[src/rtl/bytes_seq_ctrl.sv]
// bytes_seq_ctrl: runs a stored program of byte-class take-while-m-n steps over a byte stream.
module bytes_seq_ctrl #(
  parameter int MAX_STEPS = 8,
  parameter int STEP_AW   = $clog2(MAX_STEPS),
  parameter int CNT_W     = 8,
  parameter int LEN_W     = 16
) (
  input  logic                   clk,
  input  logic                   rst_n,
  input  logic                   cfg_we,
  input  logic [STEP_AW-1:0]     cfg_addr,
  input  logic [11+2*CNT_W-1:0]  cfg_data,
  input  logic                   start,
  input  logic [STEP_AW:0]       num_steps,
  input  logic                   in_valid,
  input  logic [7:0]             in_data,
  input  logic                   in_last,
  output logic                   in_ready,
  output logic                   out_valid,
  output logic [7:0]             out_data,
  output logic [STEP_AW-1:0]     out_step,
  input  logic                   out_ready,
  output logic                   busy,
  output logic                   done,
  output logic                   ok,
  output logic [STEP_AW-1:0]     err_step,
  output logic [LEN_W-1:0]       consumed
);
  localparam int WW = 11 + 2*CNT_W;
  typedef enum logic [1:0] {IDLE, FETCH, MATCH, FINISH} state_t;
  state_t state_q, state_d;
  logic [STEP_AW-1:0] step_q, step_d, err_q, err_d;
  logic [STEP_AW:0]   nsteps_q, nsteps_d;
  logic [CNT_W-1:0]   cnt_q, cnt_d, mn, mx;
  logic [LEN_W-1:0]   cons_q, cons_d;
  logic               ok_q, ok_d, eoi_q, eoi_d;
  logic [WW-1:0]      prog [MAX_STEPS];
  logic [2:0]         cls;
  logic [7:0]         lit;
  logic               hit, accept, step_end, last_step;
  function automatic logic class_hit(input logic [2:0] c, input logic [7:0] b, input logic [7:0] l);
    logic dg, al, hx, sp;
    logic [7:0] m;
    dg = b >= 8'h30 && b <= 8'h39;
    al = (b >= 8'h41 && b <= 8'h5a) || (b >= 8'h61 && b <= 8'h7a);
    hx = dg || (b >= 8'h41 && b <= 8'h46) || (b >= 8'h61 && b <= 8'h66);
    sp = b == 8'h20 || b == 8'h09 || b == 8'h0a || b == 8'h0d;
    m = {1'b0, b == l, 1'b1, hx, sp, dg | al, al, dg};
    return m[c];
  endfunction
  // The program only changes while idle, so the active step word is read straight from the RAM.
  always_ff @(posedge clk) if (cfg_we && state_q == IDLE) prog[cfg_addr] <= cfg_data;
  assign {cls, lit, mn, mx} = prog[step_q];
  assign hit       = class_hit(cls, in_data, lit);
  assign accept    = state_q == MATCH && !eoi_q && in_valid && hit && cnt_q < mx && out_ready;
  assign step_end  = state_q == MATCH && (eoi_q || cnt_q == mx || (in_valid && !hit));
  assign last_step = ({1'b0, step_q} + (STEP_AW+1)'(1)) == nsteps_q;
  always_ff @(posedge clk or negedge rst_n) begin
    if (!rst_n) begin
      state_q  <= IDLE;
      step_q   <= '0;
      err_q    <= '0;
      nsteps_q <= '0;
      cnt_q    <= '0;
      cons_q   <= '0;
      ok_q     <= 1'b0;
      eoi_q    <= 1'b0;
    end else begin
      state_q  <= state_d;
      step_q   <= step_d;
      err_q    <= err_d;
      nsteps_q <= nsteps_d;
      cnt_q    <= cnt_d;
      cons_q   <= cons_d;
      ok_q     <= ok_d;
      eoi_q    <= eoi_d;
    end
  end
  always_comb begin
    state_d  = state_q;
    step_d   = step_q;
    err_d    = err_q;
    nsteps_d = nsteps_q;
    cnt_d    = cnt_q;
    cons_d   = cons_q;
    ok_d     = ok_q;
    eoi_d    = eoi_q;
    case (state_q)
      IDLE: if (start) begin
        nsteps_d = num_steps;
        step_d   = '0;
        cons_d   = '0;
        err_d    = '0;
        eoi_d    = 1'b0;
        ok_d     = num_steps == '0;
        state_d  = num_steps == '0 ? FINISH : FETCH;
      end
      FETCH: begin
        cnt_d   = '0;
        state_d = mx < mn ? FINISH : MATCH;
        err_d   = mx < mn ? step_q : err_q;
      end
      MATCH: if (accept) begin
        cnt_d  = cnt_q + CNT_W'(1);
        cons_d = &cons_q ? cons_q : cons_q + LEN_W'(1);
        eoi_d  = in_last;
      end else if (step_end) begin
        state_d = cnt_q < mn || last_step ? FINISH : FETCH;
        ok_d    = cnt_q >= mn && last_step;
        err_d   = cnt_q < mn ? step_q : err_q;
        step_d  = cnt_q >= mn && !last_step ? step_q + STEP_AW'(1) : step_q;
      end
      default: state_d = IDLE;
    endcase
  end
  assign in_ready  = accept;
  assign out_valid = accept;
  assign out_data  = in_data;
  assign out_step  = step_q;
  assign busy      = state_q != IDLE;
  assign done      = state_q == FINISH;
  assign ok        = ok_q;
  assign err_step  = err_q;
  assign consumed  = cons_q;
endmodule

[config.mk]
export PLATFORM = sky130hd
export DESIGN_NAME = bytes_seq_ctrl
export DESIGN_NICKNAME = d
export VERILOG_FILES = /design/src/rtl/bytes_seq_ctrl.sv
export SDC_FILE = /design/constraint.sdc
export NUM_CORES = 1
export LEC_CHECK = 0
export ABC_AREA = 1
export ABC_CLOCK_PERIOD_IN_PS = 5470
export BUFFER_PORTS_ARGS = -buffer_cell sky130_fd_sc_hd__buf_2
export CORE_MARGIN = 5
export CORE_UTILIZATION = 55
export DETAILED_ROUTE_END_ITERATION = 8
export GPL_TIMING_DRIVEN = 0
export PLACE_DENSITY = 0.78
export SETUP_SLACK_MARGIN = 0.1
export SYNTH_ARGS = -nofsm -noshare
export SYNTH_HDL_FRONTEND = slang
export SYNTH_SLANG_ARGS = --single-unit
[constraint.sdc]
create_clock -name clk -period 5.47 [get_ports clk]
set_clock_uncertainty 0.15 [all_clocks]
set_input_delay 0.547 -clock clk [delete_from_list [all_inputs] [get_ports clk]]
set_output_delay 0.547 -clock clk [all_outputs]
set_load 0.02 [all_outputs]
==> impl_metrics.csv, run 1 <==
group,metric,value,unit
run_status,status,"finished with violations",
run_status,violations,"hold timing",
synth,synth_top_cell_by_area,"edfxtp_1",
setup_path,crit_required,4.77,ns
route,via_per_inst,5.68,
sta,fin_tns_setup,0,ns
die,initial_core_util,0.561,
synth,netlist_instances,1156,
synth,yosys.area_share.simple,0.185,
synth,yosysMostFrequentCell,"nand2_1",
global_routing,grt_max_degree,39,
route,drt_wl_total,29200,um
setup_path,crit_end,"out_valid",
synth,yosys.area_share.xor_xnor,0.00667,
synth,ys_ff_latch,254,
synth,synthTopCellsByArea,"edfxtp_1, dfrtp_1, nand2_1, nor2_1, o21ai_0",
power_and_ir_drop,p_leak,5.60,nW
global_routing,grt-ovfl-total,0,
sta,relSlewSlack,0.409,
sta,max_freq,193,MHz
global_routing,grt_pass1_wl,45000,um
sta,finalHoldViolations,35,
die,ioPinCount,84,
hold_path,hold_path.class,"in2async",
placed_design,portBuffers,83,
global_routing,grt_pass1_vias,8490,
setup_path,ff2ff_setup_slack,0.79,ns
final_layout,area_growth,16.2,%
die,die_x,157,um
setup_path,r2r_start,"out_step[0]$_DFFE_PN0P_",
synth,synth-compound-area-share,0.0858,
synth,synthFlopType,"edfxtp_1",
placed_design,post-dp-hpwl,19100,um
cts,htree_levels,1,
cts,cts.clk_slew.worst_paths,0.06,ns
route,drt.antenna.violating_nets,0,
cts,hold_buffers,0,
sta,rsz0062_at_grt,"no",
setup_path,path_class,"reg2out",
cts,cts-root-buf,"clkbuf_16",
placed_design,globalplace.congestion,0.911,
sta,period_share,0.949,
synth,synth_top_area_frac,0.549,
route,drc,0,
power_and_ir_drop,irDropWorstVdd,256,uV
cts,clkLatencyLatePin,0.54,ns
job,maxCapViolations,0,
route,drt_first_iter_violations,1086,
synth,async_flop_share,0.150,
final_layout,layout.nets,1353,
setup_path,start_kind,"flop",
setup_path,worstPathMaxFanout,10,
synth,ys_seq_area_frac,0.629,
synth,avgSynthCellArea,10.2,um2
synth,synth_mux_area_frac,0.000952,
die,fp.coreArea,0.0211,mm2
setup_path,r2r_cells,19,
route,avgRoutedWirePerCell,18.6,um
cts,tritoncts,"yes",
setup_path,end_kind,"primary output",
route,route.vias.total,8923,
synth,synth_edf_count,216,
die,rows,53,
setup_path,arrival,4.50,ns
setup_path,reg2reg_to,"out_step[2]$_DFFE_PN0P_",
synth,synth_common_cells,"nand2_1, edfxtp_1, nor2_1",
sta,fin_crit,5.19,ns
sta,hold-worst-slack,-0.0249,ns
setup_path,cp-startpoint,"out_step[0]$_DFFE_PN0P_",
sta,slew_viol_final,0,
final_layout,drive_above_1_share,0.151,
synth,synth_top_family_by_area,"simple AND/OR/NAND/NOR gates",
synth,synth_adder_area_share,0.0317,
cts,clkSinkCount,254,
route,first_pass_iters,5,
global_routing,antenna_found_initial,4,
power_and_ir_drop,power_density,421,mW/mm2
synth,synth_warnings,0,
cts,numCtsBuffers,26,
synth,synth_cell_types,42,
synth,syn-cell-area,0.0118,mm2
sta,worstMarginPinSlew,0.887,ns
die,die_area,0.0245,mm2
global_routing,grt_use_total,0.234,
cts,cts_buffer_depth,3,
die,die_y,157,um
sta,setup_viol,0,
power_and_ir_drop,totalPowerFinal,5.78,mW
synth,syn-num-nets,1235,
## power by group
part / switching [mW] / internal, mW / total, mW
Combinational: 1.17 / 0.524 / 1.69
Sequential: 0.0457 / 2.20 / 2.25
Clock: 0.736 / 1.10 / 1.84
Total: 1.95 / 3.83 / 5.78
## area by class of cell
class                   instances  area [um2]
flip-flops and latches        254        7440
multi-input cells             736        3740
plain buffers                  58         329
fillers                      1568        7350
well taps                     275         344
clock buffers                  33         707
diodes                          2        5.00
repair buffers                 91         576
clock inverters                15         191
inverters                     107         402
## cells in the final DEF, fill, tap and decap left out, drive strengths merged, types with 13 or more instances in the layout
cell type | synthesis | layout
ha | 30 | 30
dfrtp | 38 | 38
o22ai | 24 | 24
nand3 | 81 | 81
o21ai | 106 | 106
a21oi | 23 | 23
nand4 | 13 | 13
nor2 | 148 | 148
nand2 | 244 | 244
clkbuf | 25 | 58
inv | 106 | 106
buf | 34 | 124
edfxtp | 216 | 216
## worst min-delay path by stage
| stage | end | slack, ns | cells past startpoint |
|---|---|---|---|
| floorplan | cnt_q[0]$_DFFE_PN0P_ | 0.10 | 0 |
| global placement | err_step[1]$_DFFE_PN0P_ | 0.31 | 2 |
| detailed placement | err_step[0]$_DFFE_PN0P_ | 0.31 | 2 |
| CTS | consumed[1]$_DFFE_PN0P_ | 0.006 | 1 |
| global route | cnt_q[3]$_DFFE_PN0P_ | 0.07 | 1 |
| finish | cnt_q[6]$_DFFE_PN0P_ | -0.02 | 1 |
## layer usage
metal | wire length (um) | up-vias | global-route usage | part of all wire
li1 | - | 4213 | - | -
met1 | 11800 | 4187 | 0.317 | 0.40
met2 | 13800 | 430 | 0.380 | 0.47
met3 | 2560 | 87 | 0.0418 | 0.088
met4 | 944 | 6 | 0.0884 | 0.032
met5 | 41 | - | 0 | 0.0014
## cell families (layout without fill, tap and decap cells)
group / after synthesis / count (layout)
mux: 1 / 1
fa+ha+maj: 30 / 30
xor+xnor: 9 / 9
other cells: 0 / 2
flops: 254 / 254
compound gates: 179 / 179
simple gates: 517 / 517
buf+inv: 166 / 304
## worst max-delay path, stage by stage (launching register included)
cell and delay, ns:
dfrtp_1 0.47, buf_4 0.23, buf_6 0.16, buf_4 0.18, buf_4 0.19, clkbuf_1 0.37, o21ai_0 0.17, o22ai_1 0.18
inv_1 0.06, o21ai_0 0.42, inv_1 0.15, ha_1 0.33, o211ai_1 0.11, a21oi_1 0.10, nor4_2 0.21, nand3_1 0.18
inv_2 0.16, buf_4 0.12, buf_2 0.14
## flip-flops by register name, indices dropped and copies added (netlist names)
name	cells
prog	216
consumed	16
cnt_q	8
nsteps_q	4
err_step	3
out_step	3
state_q	2
eoi_q	1
ok	1
## per-stage QoR
stage | setup slack, ns | instance area [um2] | util | std cells | hold WS, ns
floorplan | 1.51 | 11800 | - | 1156 | 0.101
global placement | 0.454 | 12600 | 0.597 | 1514 | 0.307
detailed placement | 0.363 | 12800 | 0.607 | 1522 | 0.307
CTS | 0.127 | 13700 | 0.650 | 1570 | 0.00590
global route | 0.116 | 13700 | 0.651 | 1570 | 0.0663
finish | 0.277 | 13700 | 0.651 | 1571 | -0.0249
## repair_timing
item,CTS,global route
setup endpoints to repair,2,2
setup buffers,0,0
resized for setup,5,15
Note: power is estimated with default switching activity, not from simulation.
==> run 2: changes to the inputs <==
--- a/config.mk
+++ b/config.mk
@@ -6,7 +6,7 @@
 export NUM_CORES = 1
 export LEC_CHECK = 0
 export ABC_AREA = 1
-export ABC_CLOCK_PERIOD_IN_PS = 5470
+export ABC_CLOCK_PERIOD_IN_PS = 5600
 export BUFFER_PORTS_ARGS = -buffer_cell sky130_fd_sc_hd__buf_2
 export CORE_MARGIN = 5
 export CORE_UTILIZATION = 55
==> constraint.sdc (replaced) <==
create_clock -name clk -period 5.6 [get_ports clk]
set_clock_uncertainty 0.15 [all_clocks]
set_input_delay 0.84 -clock clk [delete_from_list [all_inputs] [get_ports clk]]
set_output_delay 0.84 -clock clk [all_outputs]
set_load 0.02 [all_outputs]
==> run 2 against run 1 <==
Compared with the run above: sequential power shrank 2%; critical path type unchanged; cell count is the same; clock-buffer cell count is the same; sequential share of layout area is essentially flat; largest cell class unchanged; highest routed layer unchanged; utilization is essentially flat; die area is the same; global-route usage is essentially flat; the run now ends clean.
==> impl_metrics.csv, run 2 (synthesis results as in run 1) <==
group,metric,value,unit
placed_design,globalplace.congestion,0.911,
global_routing,grt_pass1_wl,45000,um
cts,clkLatencyLatePin,0.54,ns
setup_path,end_kind,"primary output",
final_layout,finalInstanceArea,0.0137,mm2
cts,tritoncts,"yes",
route,drt.antenna.violating_nets,0,
sta,fin_tns_setup,0,ns
placed_design,portBuffers,83,
setup_path,crit_family,"buffers and inverters",
power_and_ir_drop,power_density,411,mW/mm2
setup_path,critPathSlowestCell,"dfrtp_1",
job,maxCapViolations,0,
final_layout,largest_register_ffs,216,
power_and_ir_drop,p_leak,5.60,nW
global_routing,grt_use_total,0.233,
final_layout,final_common_cell,"nand2_1",
route,avgRoutedWirePerCell,18.6,um
final_layout,instances_no_fill,1571,
placed_design,post-dp-hpwl,19100,um
global_routing,antenna_found_initial,4,
setup_path,ff2ff_setup_slack,0.92,ns
die,die_y,157,um
global_routing,grt_max_degree,39,
route,drt_first_iter_violations,1065,
final_layout,drive_above_1_share,0.151,
cts,hold_buffers,0,
power_and_ir_drop,power_frac_clock,0.318,
setup_path,crit_required,4.61,ns
global_routing,grtUsageMet3,0.0415,
die,initial_core_util,0.561,
final_layout,fill_cells,1566,
sta,slew_viol_final,0,
setup_path,reg2reg_to,"out_step[2]$_DFFE_PN0P_",
setup_path,worstPathMaxFanout,10,
global_routing,grt_pass1_vias,8486,
placed_design,dpl.cell_count,1522,
die,rows,53,
final_layout,area_growth,16.2,%
global_routing,globalRouteMet1Util,0.318,
cts,clkSinkCount,254,
power_and_ir_drop,seq_power_share,0.389,
die,die_x,157,um
placed_design,dpl_cell_area,0.0128,mm2
final_layout,layout.nets,1353,
cts,numCtsBuffers,26,
setup_path,r2r_start,"out_step[0]$_DFFE_PN0P_",
hold_path,hold_path.class,"in2async",
setup_path,crit_end,"out_valid",
cts,htree_levels,1,
placed_design,pre_cts_ws,0.200,ns
setup_path,cp_num_cells,18,
sta,max_freq,192,MHz
sta,relSlewSlack,0.403,
power_and_ir_drop,totalPowerFinal,5.65,mW
power_and_ir_drop,comb_power_share,0.293,
die,fp.coreArea,0.0211,mm2
cts,cts-root-buf,"clkbuf_16",
power_and_ir_drop,p_sw,1.91,mW
setup_path,cp-startpoint,"out_step[0]$_DFFE_PN0P_",
power_and_ir_drop,p_int,3.75,mW
route,drt_wl_total,29200,um
sta,setup_viol,0,
setup_path,crit_buf_inv,9,
cts,cts_buffer_depth,3,
global_routing,busiest_layer,"met2",
route,first_pass_iters,6,
route,via_per_inst,5.68,
final_layout,final_cell_mix,"nand2_1, edfxtp_1, nor2_1",
die,ioPinCount,84,
setup_path,path_class,"reg2out",
power_and_ir_drop,sw_frac_of_total,0.337,
die,die_area,0.0245,mm2
setup_path,slowest_delay,0.46,ns
sta,fin_crit,5.20,ns
setup_path,worstPathCellList,"inv_2, clkbuf_4, buf_6, buf_2, clkbuf_1, nor2_1, o22ai_1, nand2_1, o21ai_1, inv_1, ha_1, o211ai_1, a21oi_1, nor4_2, nand3_1, inv_2, buf_4, buf_2",
setup_path,start_kind,"flop",
sta,period_share,0.929,
power_and_ir_drop,irDropWorstVdd,252,uV
global_routing,grt-ovfl-total,0,
setup_path,arrival,4.21,ns
sta,rsz0062_at_grt,"no",
cts,cts.clk_slew.worst_paths,0.06,ns
final_layout,largest_register,"prog",
route,route.vias.total,8921,
sta,setup_ws,0.397,ns
sta,finalHoldViolations,0,
sta,worstMarginPinSlew,0.895,ns
run_status,status,"finished, final reports clean",
route,drc,0,
setup_path,r2r_cells,19,
global_routing,grt_util_met2,0.378,
[run 2: power by group through the flow]
| stage | combinational, mW | sequential, mW | clock, mW |
|---|---|---|---|
| floorplan | 1.08 | 2.25 | 0 |
| global placement | 1.54 | 2.24 | 0 |
| detailed placement | 1.60 | 2.23 | 0 |
| CTS | 1.64 | 2.20 | 1.81 |
| global route | 1.84 | 2.20 | 1.89 |
| finish | 1.66 | 2.20 | 1.80 |
[run 2: cell type report]
cell class | count | area, um2 | share of cell area
inverters | 107 | 402 | 0.0292
diodes | 2 | 5.00 | 0.000364
well taps | 275 | 344 | 0.0250
repair buffers | 91 | 576 | 0.0419
multi-input cells | 736 | 3740 | 0.272
plain buffers | 58 | 337 | 0.0245
clock buffers | 33 | 707 | 0.0514
clock inverters | 15 | 191 | 0.0139
flip-flops and latches | 254 | 7440 | 0.541
[run 2: worst reg2reg max path, stage by stage (launching register included)]
cell	delay [ns]
dfrtp_1	0.47
buf_4	0.24
buf_6	0.16
buf_4	0.18
buf_4	0.19
clkbuf_2	0.28
buf_1	0.58
nor2_1	0.15
o221ai_1	0.21
o21ai_0	0.20
ha_1	0.36
nand2_1	0.06
o21ai_0	0.19
nand2_1	0.07
o211ai_1	0.17
a21oi_1	0.12
a21boi_0	0.38
nand4_1	0.21
nand2_1	0.11
nand2_1	0.07
[run 2: how the worst min path moves through the flow]
stage | startpoint | to | slack (ns) | cells after the start
finish | rst_n | cnt_q[3]$_DFFE_PN0P_ | 0.27 | 1
global route | err_step[0]$_DFFE_PN0P_ | err_step[0]$_DFFE_PN0P_ | 0.34 | 2
CTS | rst_n | consumed[1]$_DFFE_PN0P_ | 0.30 | 1
detailed placement | err_step[0]$_DFFE_PN0P_ | err_step[0]$_DFFE_PN0P_ | 0.31 | 2
global placement | err_step[1]$_DFFE_PN0P_ | err_step[1]$_DFFE_PN0P_ | 0.31 | 2
floorplan | nsteps_q[2]$_DFFE_PN0P_ | nsteps_q[2]$_DFFE_PN0P_ | 0.31 | 2
[run 2: per-layer routing]
metal	share of wire	vias to the layer above	routed length, um
met2	0.47	458	13800
met4	0.034	6	999
met3	0.091	83	2660
met1	0.40	4166	11700
met5	0.0014	-	41
li1	-	4208	-
[run 2: repair_timing]
action,in CTS,in global routing
setup endpoints to repair,2,2
pin swaps,0,0
hold endpoints to repair,0,0
gates resized for setup,10,14
buffers inserted,0,0
[run 2: metrics by stage]
| step | hold WS [ns] | utilization |
|---|---|---|
| after floorplan | 0.313 | - |
| after global placement | 0.307 | 0.597 |
| after detailed placement | 0.307 | 0.607 |
| after CTS | 0.299 | 0.650 |
| after global routing | 0.341 | 0.652 |
| final | 0.271 | 0.652 |
==> run 3: changes to the inputs <==
--- a/config.mk
+++ b/config.mk
@@ -6,7 +6,7 @@
 export NUM_CORES = 1
 export LEC_CHECK = 0
 export ABC_AREA = 1
-export ABC_CLOCK_PERIOD_IN_PS = 5600
+export ABC_CLOCK_PERIOD_IN_PS = 6010
 export BUFFER_PORTS_ARGS = -buffer_cell sky130_fd_sc_hd__buf_2
 export CORE_MARGIN = 5
 export CORE_UTILIZATION = 55
==> constraint.sdc (replaced) <==
create_clock -name clk -period 6.01 [get_ports clk]
set_clock_uncertainty 0.15 [all_clocks]
set_input_delay 0.9015 -clock clk [delete_from_list [all_inputs] [get_ports clk]]
set_output_delay 0.9015 -clock clk [all_outputs]
set_load 0.02 [all_outputs]
==> run 3 against run 2 <==
Compared with the run above: routed wire length grew 0.24%; register-to-register slack gained 0.40 ns; clock power shrank 7%; worst setup slack lost 0.028 ns; combinational power shrank 7%; die area is the same; clock-buffer cell count is the same; power shrank 6.9%; sequential share of layout area grew 0.059 points; critical path type unchanged; critical endpoint unchanged; largest power group unchanged; highest routed layer unchanged.
==> impl_metrics.csv, run 3 (synthesis results as in run 1) <==
group,metric,value,unit
run_status,status,"finished, final reports clean",
job,maxCapViolations,0,
sta,period_share,0.939,
global_routing,grt_pass1_wl,45000,um
cts,hold_buffers,0,
setup_path,crit_required,4.96,ns
setup_path,critPathSlowestCell,"dfrtp_1",
global_routing,grt-ovfl-total,0,
placed_design,portBuffers,83,
sta,setup_ws,0.369,ns
die,die_x,157,um
sta,worstMarginPinSlew,0.885,ns
setup_path,r2r_start,"out_step[0]$_DFFE_PN0P_",
sta,relSlewSlack,0.410,
route,drt_wl_total,29300,um
setup_path,ff2ff_setup_slack,1.32,ns
cts,clkSinkCount,254,
setup_path,end_kind,"primary output",
setup_path,path_class,"reg2out",
setup_path,r2r_cells,19,
cts,tritoncts,"yes",
sta,rsz0062_at_grt,"no",
route,drt.antenna.violating_nets,0,
die,fp.coreArea,0.0211,mm2
die,die_area,0.0245,mm2
placed_design,globalplace.congestion,0.911,
cts,htree_levels,1,
power_and_ir_drop,irDropWorstVdd,233,uV
die,ioPinCount,84,
final_layout,final_cell_mix,"nand2_1, edfxtp_1, nor2_1",
route,via_per_inst,5.71,
global_routing,grt_max_degree,39,
die,die_y,157,um
power_and_ir_drop,power_density,384,mW/mm2
sta,fin_crit,5.64,ns
sta,fin_tns_setup,0,ns
setup_path,worstPathCellList,"buf_4, buf_6, buf_4, buf_4, clkbuf_1, o21ai_0, o22ai_1, inv_1, o21ai_0, inv_1, ha_1, o211ai_1, a21oi_1, nor4_2, nand3_1, inv_1, buf_4, buf_2",
cts,cts_setup_buffers,0,
hold_path,holdPathStages,2,
sta,max_freq,177,MHz
final_layout,final_common_cell,"nand2_1",
route,first_pass_iters,6,
final_layout,fin_util,0.651,
placed_design,post-dp-hpwl,19100,um
global_routing,grt_use_total,0.234,
route,drc,0,
hold_path,min-delay-start,"err_step[0]$_DFFE_PN0P_",
cts,cts-root-buf,"clkbuf_16",
global_routing,antenna_found_initial,4,
route,route.vias.total,8980,
placed_design,pre_cts_ws,0.548,ns
final_layout,area_growth,16.1,%
setup_path,worstPathMaxFanout,10,
final_layout,layout.nets,1354,
hold_path,holdPathEnd,"err_step[0]$_DFFE_PN0P_",
route,drt_first_iter_violations,1031,
die,initial_core_util,0.561,
setup_path,start_kind,"flop",
cts,cts.clk_slew.worst_paths,0.06,ns
setup_path,slowest_delay,0.47,ns
cts,clkLatencyLatePin,0.54,ns
final_layout,largest_register,"prog",
setup_path,crit_top_cell,"buf_4",
cts,numCtsBuffers,26,
setup_path,arrival,4.59,ns
setup_path,reg2reg_to,"out_step[2]$_DFFE_PN0P_",
final_layout,largest_register_ffs,216,
sta,finalHoldViolations,0,
cts,cts_buffer_depth,3,
hold_path,hold_path.class,"reg2reg",
final_layout,drive_above_1_share,0.149,
sta,setup_viol,0,
global_routing,grt_pass1_vias,8490,
power_and_ir_drop,p_leak,5.60,nW
sta,slew_viol_final,0,
die,rows,53,
route,avgRoutedWirePerCell,18.6,um
run 3: final cells by class:
| cell class | count | area, um2 |
|---|---|---|
| well taps | 275 | 344 |
| clock buffers | 33 | 707 |
| fillers | 1571 | 7360 |
| inverters | 107 | 402 |
| plain buffers | 59 | 333 |
| repair buffers | 91 | 576 |
| flip-flops and latches | 254 | 7440 |
| clock inverters | 15 | 191 |
| diodes | 2 | 5.00 |
| multi-input cells | 736 | 3730 |
run 3: report_power, final:
part / switching (mW) / total, mW / internal [mW]
combinational: 1.06 / 1.54 / 0.476
sequential: 0.0414 / 2.05 / 2.01
clock: 0.673 / 1.68 / 1.01
total: 1.78 / 5.27 / 3.49
run 3: worst max-delay path: cells and delay by family, from the launching register on:
family,cells,cell delay (ns)
AOI/OAI and AO/OA,5,1.01
adders and majority gates,1,0.33
DFF,1,0.47
and+or+nand+nor,2,0.37
buffers and inverters,10,1.88
run 3: routing by layer:
layer | routed length, um | part of all wire | track usage
met3 | 2700 | 0.092 | 0.0418
met1 | 11800 | 0.40 | 0.317
met5 | 41 | 0.0014 | 0
met4 | 955 | 0.033 | 0.0884
met2 | 13700 | 0.47 | 0.380
run 3: timing repair:
action | in CTS | in global routing
endpoints found under the hold margin | 0 | 0
resized for setup | 2 | 17
pin swaps | 0 | 0
endpoints found under the setup margin | 2 | 2
run 3: worst max path at each step:
stage               depth (start not counted)   endpoint                    start
floorplan                                  20  out_valid  out_step[0]$_DFFE_PN0P_
global placement                           19  out_valid  out_step[0]$_DFFE_PN0P_
detailed placement                         19  out_valid  out_step[0]$_DFFE_PN0P_
CTS                                        19  out_valid  out_step[0]$_DFFE_PN0P_
global route                               20  out_valid  out_step[1]$_DFFE_PN0P_
finish                                     18  out_valid  out_step[0]$_DFFE_PN0P_
run 3: per-stage QoR:
stage | hold slack (ns) | power, mW | instances | area, um2
2_1_floorplan | 0.313 | 3.10 | 1156 | 11800
3_3_place_gp | 0.307 | 3.52 | 1514 | 12600
3_5_place_dp | 0.307 | 3.58 | 1522 | 12800
4_1_cts | 0.322 | 5.25 | 1570 | 13700
5_1_grt | 0.341 | 5.52 | 1571 | 13700
6_report | 0.319 | 5.27 | 1572 | 13700
